File: src/rtl/ieeedrv_rom_arb.sv
// ieeedrv_rom_arb: round-robin sharing of one synchronous ROM read port, with download-write priority.
// Define IEEEDRV_ROM_ARB_STATS_EN to add the max_wait request-wait statistic output.
module ieeedrv_rom_arb #(
    parameter int NREQ   = 4,
    parameter int AW     = 15,
    parameter int DW     = 8,
    parameter int RD_LAT = 1
) (
    input  logic               clk_sys,
    input  logic               reset,
    input  logic [NREQ-1:0]    req,
    input  logic [NREQ*AW-1:0] req_addr,
    output logic [NREQ-1:0]    ack,
    output logic [NREQ*DW-1:0] rdata,
    output logic [NREQ-1:0]    pending,
    output logic [AW-1:0]      rom_addr,
    output logic               rom_rd,
    input  logic [DW-1:0]      rom_q,
    output logic               rom_we,
    output logic [DW-1:0]      rom_wdata,
    input  logic               load_wr,
    input  logic [AW-1:0]      load_addr,
    input  logic [DW-1:0]      load_data,
    output logic               busy
`ifdef IEEEDRV_ROM_ARB_STATS_EN
    , output logic [7:0]       max_wait
`endif
);
    localparam int IW = $clog2(NREQ);

    logic [AW-1:0]   addr_q [NREQ];
    logic [IW-1:0]   rr;
    logic [IW-1:0]   gnt;
    logic            gnt_v;
    logic            issue;
    logic [NREQ-1:0] accept;
    logic [NREQ-1:0] inflight;
    logic [RD_LAT:0] pv;
    logic [IW-1:0]   pidx [RD_LAT+1];

    // Lowest pending index overall, overridden by the lowest one at or after rr.
    always_comb begin
        gnt = '0;
        for (int i = NREQ - 1; i >= 0; i--)
            if (pending[i]) gnt = IW'(i);
        for (int i = NREQ - 1; i >= 0; i--)
            if (pending[i] && IW'(i) >= rr) gnt = IW'(i);
        inflight = '0;
        for (int i = 0; i < NREQ; i++)
            for (int k = 0; k <= RD_LAT; k++)
                if (pv[k] && pidx[k] == IW'(i)) inflight[i] = 1'b1;
    end

    assign gnt_v  = |pending;
    assign issue  = gnt_v && !load_wr;
    assign accept = req & ~pending & ~inflight;
    assign busy   = |{pending, pv};

    always_ff @(posedge clk_sys) begin
        if (reset) begin
            pending   <= '0;
            rr        <= '0;
            rom_rd    <= 1'b0;
            rom_we    <= 1'b0;
            rom_addr  <= '0;
            rom_wdata <= '0;
            ack       <= '0;
            rdata     <= '0;
            pv        <= '0;
            for (int k = 0; k <= RD_LAT; k++) pidx[k] <= '0;
            for (int i = 0; i < NREQ; i++) addr_q[i] <= '0;
        end else begin
            rom_we <= load_wr;
            rom_rd <= issue;
            if (load_wr) begin
                rom_addr  <= load_addr;
                rom_wdata <= load_data;
            end else if (issue) begin
                rom_addr <= addr_q[gnt];
            end
            if (issue) rr <= (gnt == IW'(NREQ - 1)) ? '0 : gnt + IW'(1);
            pv      <= {pv[RD_LAT-1:0], issue};
            pidx[0] <= gnt;
            for (int k = 1; k <= RD_LAT; k++) pidx[k] <= pidx[k-1];
            ack <= '0;
            for (int i = 0; i < NREQ; i++) begin
                if (accept[i]) begin
                    pending[i] <= 1'b1;
                    addr_q[i]  <= req_addr[i*AW +: AW];
                end else if (issue && gnt == IW'(i)) begin
                    pending[i] <= 1'b0;
                end
                if (pv[RD_LAT] && pidx[RD_LAT] == IW'(i)) begin
                    ack[i]             <= 1'b1;
                    rdata[i*DW +: DW]  <= rom_q;
                end
            end
        end
    end

`ifdef IEEEDRV_ROM_ARB_STATS_EN
    logic [7:0] wcnt [NREQ];

    // A counter holds the cycles spent pending before the grant cycle.
    always_ff @(posedge clk_sys) begin
        if (reset) begin
            max_wait <= '0;
            for (int i = 0; i < NREQ; i++) wcnt[i] <= '0;
        end else begin
            for (int i = 0; i < NREQ; i++) begin
                if (accept[i])
                    wcnt[i] <= '0;
                else if (pending[i] && !(issue && gnt == IW'(i)) && wcnt[i] != 8'hff)
                    wcnt[i] <= wcnt[i] + 8'd1;
            end
            if (issue && wcnt[gnt] > max_wait) max_wait <= wcnt[gnt];
        end
    end
`endif
endmodule

File: config.mk
export PLATFORM = sky130hd
export DESIGN_NAME = ieeedrv_rom_arb
export DESIGN_NICKNAME = d
export VERILOG_FILES = /design/src/rtl/ieeedrv_rom_arb.sv
export SDC_FILE = /design/constraint.sdc
export NUM_CORES = 1
export LEC_CHECK = 0
export BUFFER_PORTS_ARGS = -buffer_cell sky130_fd_sc_hd__buf_2
export CAP_MARGIN = 40
export CORE_ASPECT_RATIO = 1.2
export CORE_UTILIZATION = 52
export DETAILED_ROUTE_END_ITERATION = 12
export HOLD_SLACK_MARGIN = 0.08
export PLACE_DENSITY = 0.8
export SLEW_MARGIN = 0
export SYNTH_ARGS = -nofsm -noshare
export SYNTH_HDL_FRONTEND = slang
export SYNTH_SLANG_ARGS = --single-unit
File: constraint.sdc
create_clock -name clk_sys -period 2.7 [get_ports clk_sys]
set_clock_uncertainty 0.05 [all_clocks]
set_input_delay 0.27 -clock clk_sys [delete_from_list [all_inputs] [get_ports clk_sys]]
set_output_delay 0.27 -clock clk_sys [all_outputs]
set_load 0.01 [all_outputs]
==> results of run 1 <==
==> layout make-up <==
type,instances,area (um^2),area share [%]
repair buffers,215,1310,17.5
flip-flops and latches,132,3240,43.4
well taps,129,161,2.16
clock inverters,11,97.6,1.31
clock buffers,21,480,6.43
multi-input cells,364,2170,29.0
inverters,5,18.8,0.251
==> state kept, by name, summed over array words and instances, names as in the netlist <==
signal,count
pv,2
ack,4
rr,2
rom_we,1
rdata,32
rom_wdata,8
pidx,4
pending,4
addr_q,60
rom_addr,15
==> power breakdown <==
group          switching (mW)  leakage, nW  total, mW  internal [mW]
Clock                   0.866        0.290       2.23           1.36
Sequential              0.124         1.24       2.44           2.31
Combinational           0.613         1.80       1.02          0.411
Total                    1.60         3.32       5.69           4.09
==> logic make-up (layout without fill, tap and decap cells) <==
| group | after synthesis | count (layout) |
|---|---|---|
| AO/OA/AOI/OAI | 135 | 135 |
| adder cells (fa/ha/maj) | 4 | 4 |
| buffers and inverters | 44 | 252 |
| flip-flops | 132 | 132 |
| multiplexers | 24 | 24 |
| AND/OR/NAND/NOR | 201 | 201 |
==> routing by layer <==
metal	global-route usage [%]	part of all wire, %	vias to the layer above
met5	0	0	-
met4	16.2	3.9	0
met3	9.06	8.2	51
met2	46.9	50	247
met1	31.3	38	2325
li1	-	-	2307
==> Yosys cell counts (15+ instances only) <==
master / n
o21ai_0: 47
edfxtp_1: 60
clkbuf_1: 27
and3_1: 17
nand2_1: 41
a21o_1: 31
nor2_1: 37
and2_1: 46
nand3_1: 32
dfxtp_1: 72
mux2i_1: 24
a31oi_1: 15
a21oi_1: 32
==> metrics by stage <==
stage,setup WS [ns],hold slack (ns)
2_1_floorplan,0.617,0.356
3_3_place_gp,0.552,0.390
3_5_place_dp,0.594,0.396
4_1_cts,0.566,0.0801
5_1_grt,0.386,0.0818
6_report,0.483,0.0856
==> worst min-delay path by stage <==
stage,from,to,slack (ns),cells after the start
2_1_floorplan,rom_q[0],rdata[16],0.36,2
3_3_place_gp,rdata[21],rdata[21],0.39,2
3_5_place_dp,rdata[25],rdata[25],0.40,2
4_1_cts,req_addr[26],addr_q[1][11],0.08,2
5_1_grt,req_addr[54],addr_q[3][9],0.08,2
6_report,req_addr[54],addr_q[3][9],0.09,2
==> results by group, run 1 <==
Cells and area
  – Filler cell count: 785
  – Most frequent cells in the layout: buf_2 (163), dfxtp_1 (72), edfxtp_1 (60)
  – Antenna Diode Count: 0
  – Share of cells above drive strength 1: 29.4%
  – Final core utilization: 71.4%
  – Most common cell after layout, fill and taps aside: buf_2
  – Layout Nets: 837
  – Area Overhead vs Synth: 34.1%
  – Final instance area: around 7500 um^2
  – Count of non-filler cells in the finished layout: about 880

Die
  – DIE WIDTH: around 97 um
  – Initial Util: between 50% and 60%
  – Core Area: 10500 um^2
  – Die H: 115 um
  – Row count: 41
  – Die Area: 11100 um^2
  – Io pins: 164

CTS
  – CTS H-tree depth: 4
  – Cts hold-fix bufs: 37
  – Clock buffer depth: 2
  – Setup Buffers After CTS: 0
  – CTS tree: built
  – Reg clk slew, reported paths: 0.06 ns
  – Root Buffer: clkbuf_16
  – Post-cts resize count: 0
  – Clock Latency Late Sink: 0.42 ns
  – CTS sink count: 132
  – Num CTS Buffers: 17

Global route
  – Antenna violations before repair: 0
  – Largest net degree at the start of global routing: 55
  – First-pass GRT wire length: 23000 um
  – Tot GR Track Use: 28.1%
  – Vias in the first global route: between 4000 and 5000
  – Gr ovfl total: 0

STA
  – Rel. slew slack: 42.7%
  – Final worst path period share: 82.1%
  – Final setup viols: 0
  – Setup TNS: 0 ns
  – Final Hold Viols: 0
  – Fin crit period: 2.22 ns
  – Max-slew violation count: 0
  – RSZ-0062 raised after global routing: false
  – Worst slew pin tran: approximately 0.86 ns
  – F_max: 451 MHz

Setup path
  – Critical path class: register to register
  – FF-to-FF path depth: 4
  – Buf/Inv on CP: 0
  – CP startpoint kind: register
  – WP depth: 4
  – Worst path cell trace: nor4_2, nand2b_1, o21ai_0, nor2_1
  – Max incr delay on CP: about 0.64 ns
  – Crit path DAT: 2.46 ns
  – Crit path from: pending[3]
  – Worst r2r src: pending[3]
  – CP Max Fanout: 15
  – Endpoint class of the critical path: register
  – Worst R2R End: pidx[0][1]
  – Required time worst endpoint: 2.94 ns
  – Worst path top cell family by delay: simple AND/OR/NAND/NOR gates
  – Worst Setup EP: pidx[0][1]
  – Reg-to-reg setup timing slack: 0.48 ns
  – Slowest stage cell, crit path: nor4_2

Yosys
  – Post-synthesis adder-cell area fraction: 0.898%
  – Cell count after synthesis: 540
  – Xor/xnor cell area share of the yosys netlist: 0%
  – Post-synthesis sequential area ratio: between 50% and 60%
  – Predominant post-synthesis flop cell: dfxtp_1
  – Seq cells post-synth: 132
  – Ys async rst share: 0%
  – Mapped Nets: between 600 and 700
  – Synth area leader: edfxtp_1
  – Syn Std Cell Area: 5580 um^2
  – Largest family of logic cells by synthesized area: simple AND/OR/NAND/NOR gates
  – Avg Inst Size Synth: 10.3 um^2
  – Mux share of post-synthesis cell area: around 4.3%
  – Ys Warns: 0
  – EDFF count, synth: 60
  – Synth cell types: 39
  – Area contributors post-synth: edfxtp_1 (32%), dfxtp_1 (26%), and2_1 (5.2%), mux2i_1 (4.3%), o21ai_0 (4.2%)
  – Top-area cell type share of the netlist area: 32.3%
  – Post-synthesis compound-gate area fraction: ~14%
  – Synth Area in Simple Gates: 18.9%

Flow run
  – Max_cap viols: 0

Placement
  – Input/output buffers: 163
  – Detailed Place HPWL: 10100 um
  – Inst Count DP: 805
  – Post-DP Area: 6500 um^2
  – Global placer's final weighted congestion: around 0.9

Drt
  – First-pass DRT Iterations: 5
  – Starting DRC count in detailed routing: 303
  – Avg WL per Cell: ~18 um
  – Via density: approximately 5.6
  – Final antenna-violating net count: 0
  – DRC: 0
  – Routed wire length: 15400 um
  – Vias: slightly below 5000

Outcome
  – Run status: finished, final reports clean

Pwr
  – VDD IR-drop max: 0.497 mV
  – Leakage power: 3.32 nW
  – Total power: 5.69 mW
  – Power Density: roughly 760 nW/um^2

Worst hold path
  – Worst min path class: input pin to register
No activity file was read; power rests on OpenSTA's default activity.
==> run 2, diff against run 1 <==
==> constraint.sdc (replaced) <==
create_clock -name clk_sys -period 2.27 [get_ports clk_sys]
set_clock_uncertainty 0.05 [all_clocks]
set_input_delay 0.227 -clock clk_sys [delete_from_list [all_inputs] [get_ports clk_sys]]
set_output_delay 0.227 -clock clk_sys [all_outputs]
set_load 0.01 [all_outputs]
==> results by group, run 2 (synthesis gave the netlist of run 1 again) <==
Outcome
  – Run status: finished, final reports clean

Setup path
  – CP Max Fanout: 17 (+2)
  – CP startpoint kind: register
  – Critical path class: register to register
  – Endpoint class of the critical path: register
  – Crit path DAT: 2.08 ns (-0.38 ns)
  – Required time worst endpoint: 2.29 ns (-0.65 ns)

Cells and area
  – Reg with most FFs: addr_q
  – Count of non-filler cells in the finished layout: 923 (+5.2%)
  – Share of cells above drive strength 1: 28.6% (-0.82 points)
  – Area Overhead vs Synth: 42.1%
  – Filler cell count: 706 (-10%)
  – Layout Nets: 883 (+5.5%)
  – Most frequent cells in the layout: buf_2 (163), dlygate4sd3_1 (79), dfxtp_1 (72)
  – Biggest regs: addr_q (60), rdata (32), rom_addr (15)
  – Final instance area: 7920 um^2 (+5.9%)
  – Antenna Diode Count: 0 (unchanged)
  – Max FFs per register: 60 (unchanged)
  – Most common cell after layout, fill and taps aside: buf_2

Pwr
  – Total power: 6.79 mW (+19%)
  – Clock share of power: 38.3% (-0.9 points)
  – Leakage power: 3.52 nW (+6.0%)
  – Power Density: 858 nW/um^2 (+13%)
  – Sw Share: 28.8% (+0.65 points)
  – Sequential share of power: 42.6% (-0.2 points)
  – Pint: 4.84 mW (+18%)
  – Net switching power: 1.96 mW (+22%)
  – VDD IR-drop max: 0.592 mV (+19%)
  – Combinational share of power: 19.2% (+1.2 points)

Placement
  – Input/output buffers: 163 (unchanged)
  – Post-DP Area: 6550 um^2 (+0.81%)
  – Inst Count DP: 812 (+0.87%)
  – Detailed Place HPWL: 10600 um (+4.6%)
  – Global placer's final weighted congestion: 0.855 (-3.3%)

CTS
  – Reg clk slew, reported paths: 0.06 ns (about the same)
  – Clock buffer depth: 2 (unchanged)
  – CTS H-tree depth: 4 (unchanged)
  – Clock Latency Late Sink: 0.41 ns (about the same)
  – Num CTS Buffers: 17 (unchanged)
  – CTS sink count: 132 (unchanged)
  – CTS tree: built
  – Root Buffer: clkbuf_16

STA
  – Final Hold Viols: 0 (unchanged)
  – RSZ-0062 raised after global routing: false
  – Worst slew pin tran: 0.883 ns (+0.0269 ns)
  – Final hold slack: 0.0955 ns (+0.00989 ns)
  – F_max: 484 MHz (+7.3%)
  – Final setup viols: 0 (unchanged)
  – Final worst path period share: 91.0% (+8.9 points)
  – Fin crit period: 2.07 ns (-0.151 ns)
  – Setup TNS: 0 ns (unchanged)
  – Max-slew violation count: 0 (unchanged)
  – Rel. slew slack: 40.9% (-1.8 points)

Die
  – Initial Util: 53.3% (unchanged)
  – Die Area: 11100 um^2 (unchanged)
  – Die H: 115 um (unchanged)
  – Row count: 41 (unchanged)
  – DIE WIDTH: 96.5 um (unchanged)
  – Core Area: 10500 um^2 (unchanged)
  – Io pins: 164 (unchanged)

Drt
  – Routed wire length: 16500 um (+7.3%)
  – First-pass DRT Iterations: 5 (unchanged)
  – Starting DRC count in detailed routing: 357 (+18%)
  – Final antenna-violating net count: 0 (unchanged)
  – Via density: 5.49 (-2.3%)
  – Vias: 5070 (+2.8%)
  – Avg WL per Cell: 17.9 um (+2.0%)
  – DRC: 0 (unchanged)

Global route
  – Tot GR Track Use: 29.9% (+1.8 points)
  – Largest net degree at the start of global routing: 31 (-44%)
  – Gr ovfl total: 0 (unchanged)
  – Vias in the first global route: 4999 (+3.4%)
  – First-pass GRT wire length: 24300 um (+5.5%)
  – Antenna violations before repair: 0 (unchanged)

Worst hold path
  – Worst min path class: input pin to register

Flow run
  – Max_cap viols: 0 (unchanged)
-- run 2: metrics by stage --
step	setup slack, ns	util, %
3_3_place_gp	0.135	62.5
3_5_place_dp	0.0299	62.6
6_report	0.204	75.7
2_1_floorplan	0.187	-
4_1_cts	0.145	75.2
5_1_grt	0.0914	75.7
-- run 2: cell type report --
class                           count  area [um^2]  area share, %
Timing Repair Buffer              261         1750           22.1
Clock inverter                     11         86.3           1.09
Multi-Input combinational cell    364         2180           27.5
Tap cell                          129          161           2.04
Sequential cell                   132         3240           40.9
Inverter                            5         18.8          0.237
Clock buffer                       21          482           6.08
-- run 2: path summary, 6_finish.rpt --
kind                    to        start  cells past startpoint  slack, ns
max          addr_q[0][14]   pidx[0][2]                      3       0.20
min           addr_q[0][6]  req_addr[6]                      2        0.1
max reg2reg  addr_q[0][14]   pidx[0][2]                      3       0.20
min reg2reg      rdata[27]    rdata[27]                      2       0.40
-- run 2: worst max-delay path, stage by stage, from the launching register on --
cell,delay [ns]
dfxtp_1,0.41
nor3b_2,0.11
nor4b_4,0.68
or2_2,0.47
-- run 2: layer usage --
layer  vias to the layer above  wire length [um]  track usage, %
met5                         -                 0               0
met4                         0               491            13.5
met3                        42              1180            8.86
met2                       233              8430            51.9
met1                      2392              6370            33.4
li1                       2403                 -               -
-- run 2: power by group through the flow --
stage | Clock [mW] | Combinational, mW | Sequential [mW]
floorplan | 0 | 0.702 | 2.93
global placement | 0 | 1.13 | 2.93
detailed placement | 0 | 1.16 | 2.94
CTS | 2.61 | 1.27 | 2.89
global route | 2.72 | 1.42 | 2.91
finish | 2.60 | 1.30 | 2.89
-- run 2: timing repair --
action,CTS,global route
gates resized for setup,1,1
setup endpoints to repair,15,2
hold buffers,74,5
buffers inserted,0,0
hold endpoints to repair,95,5
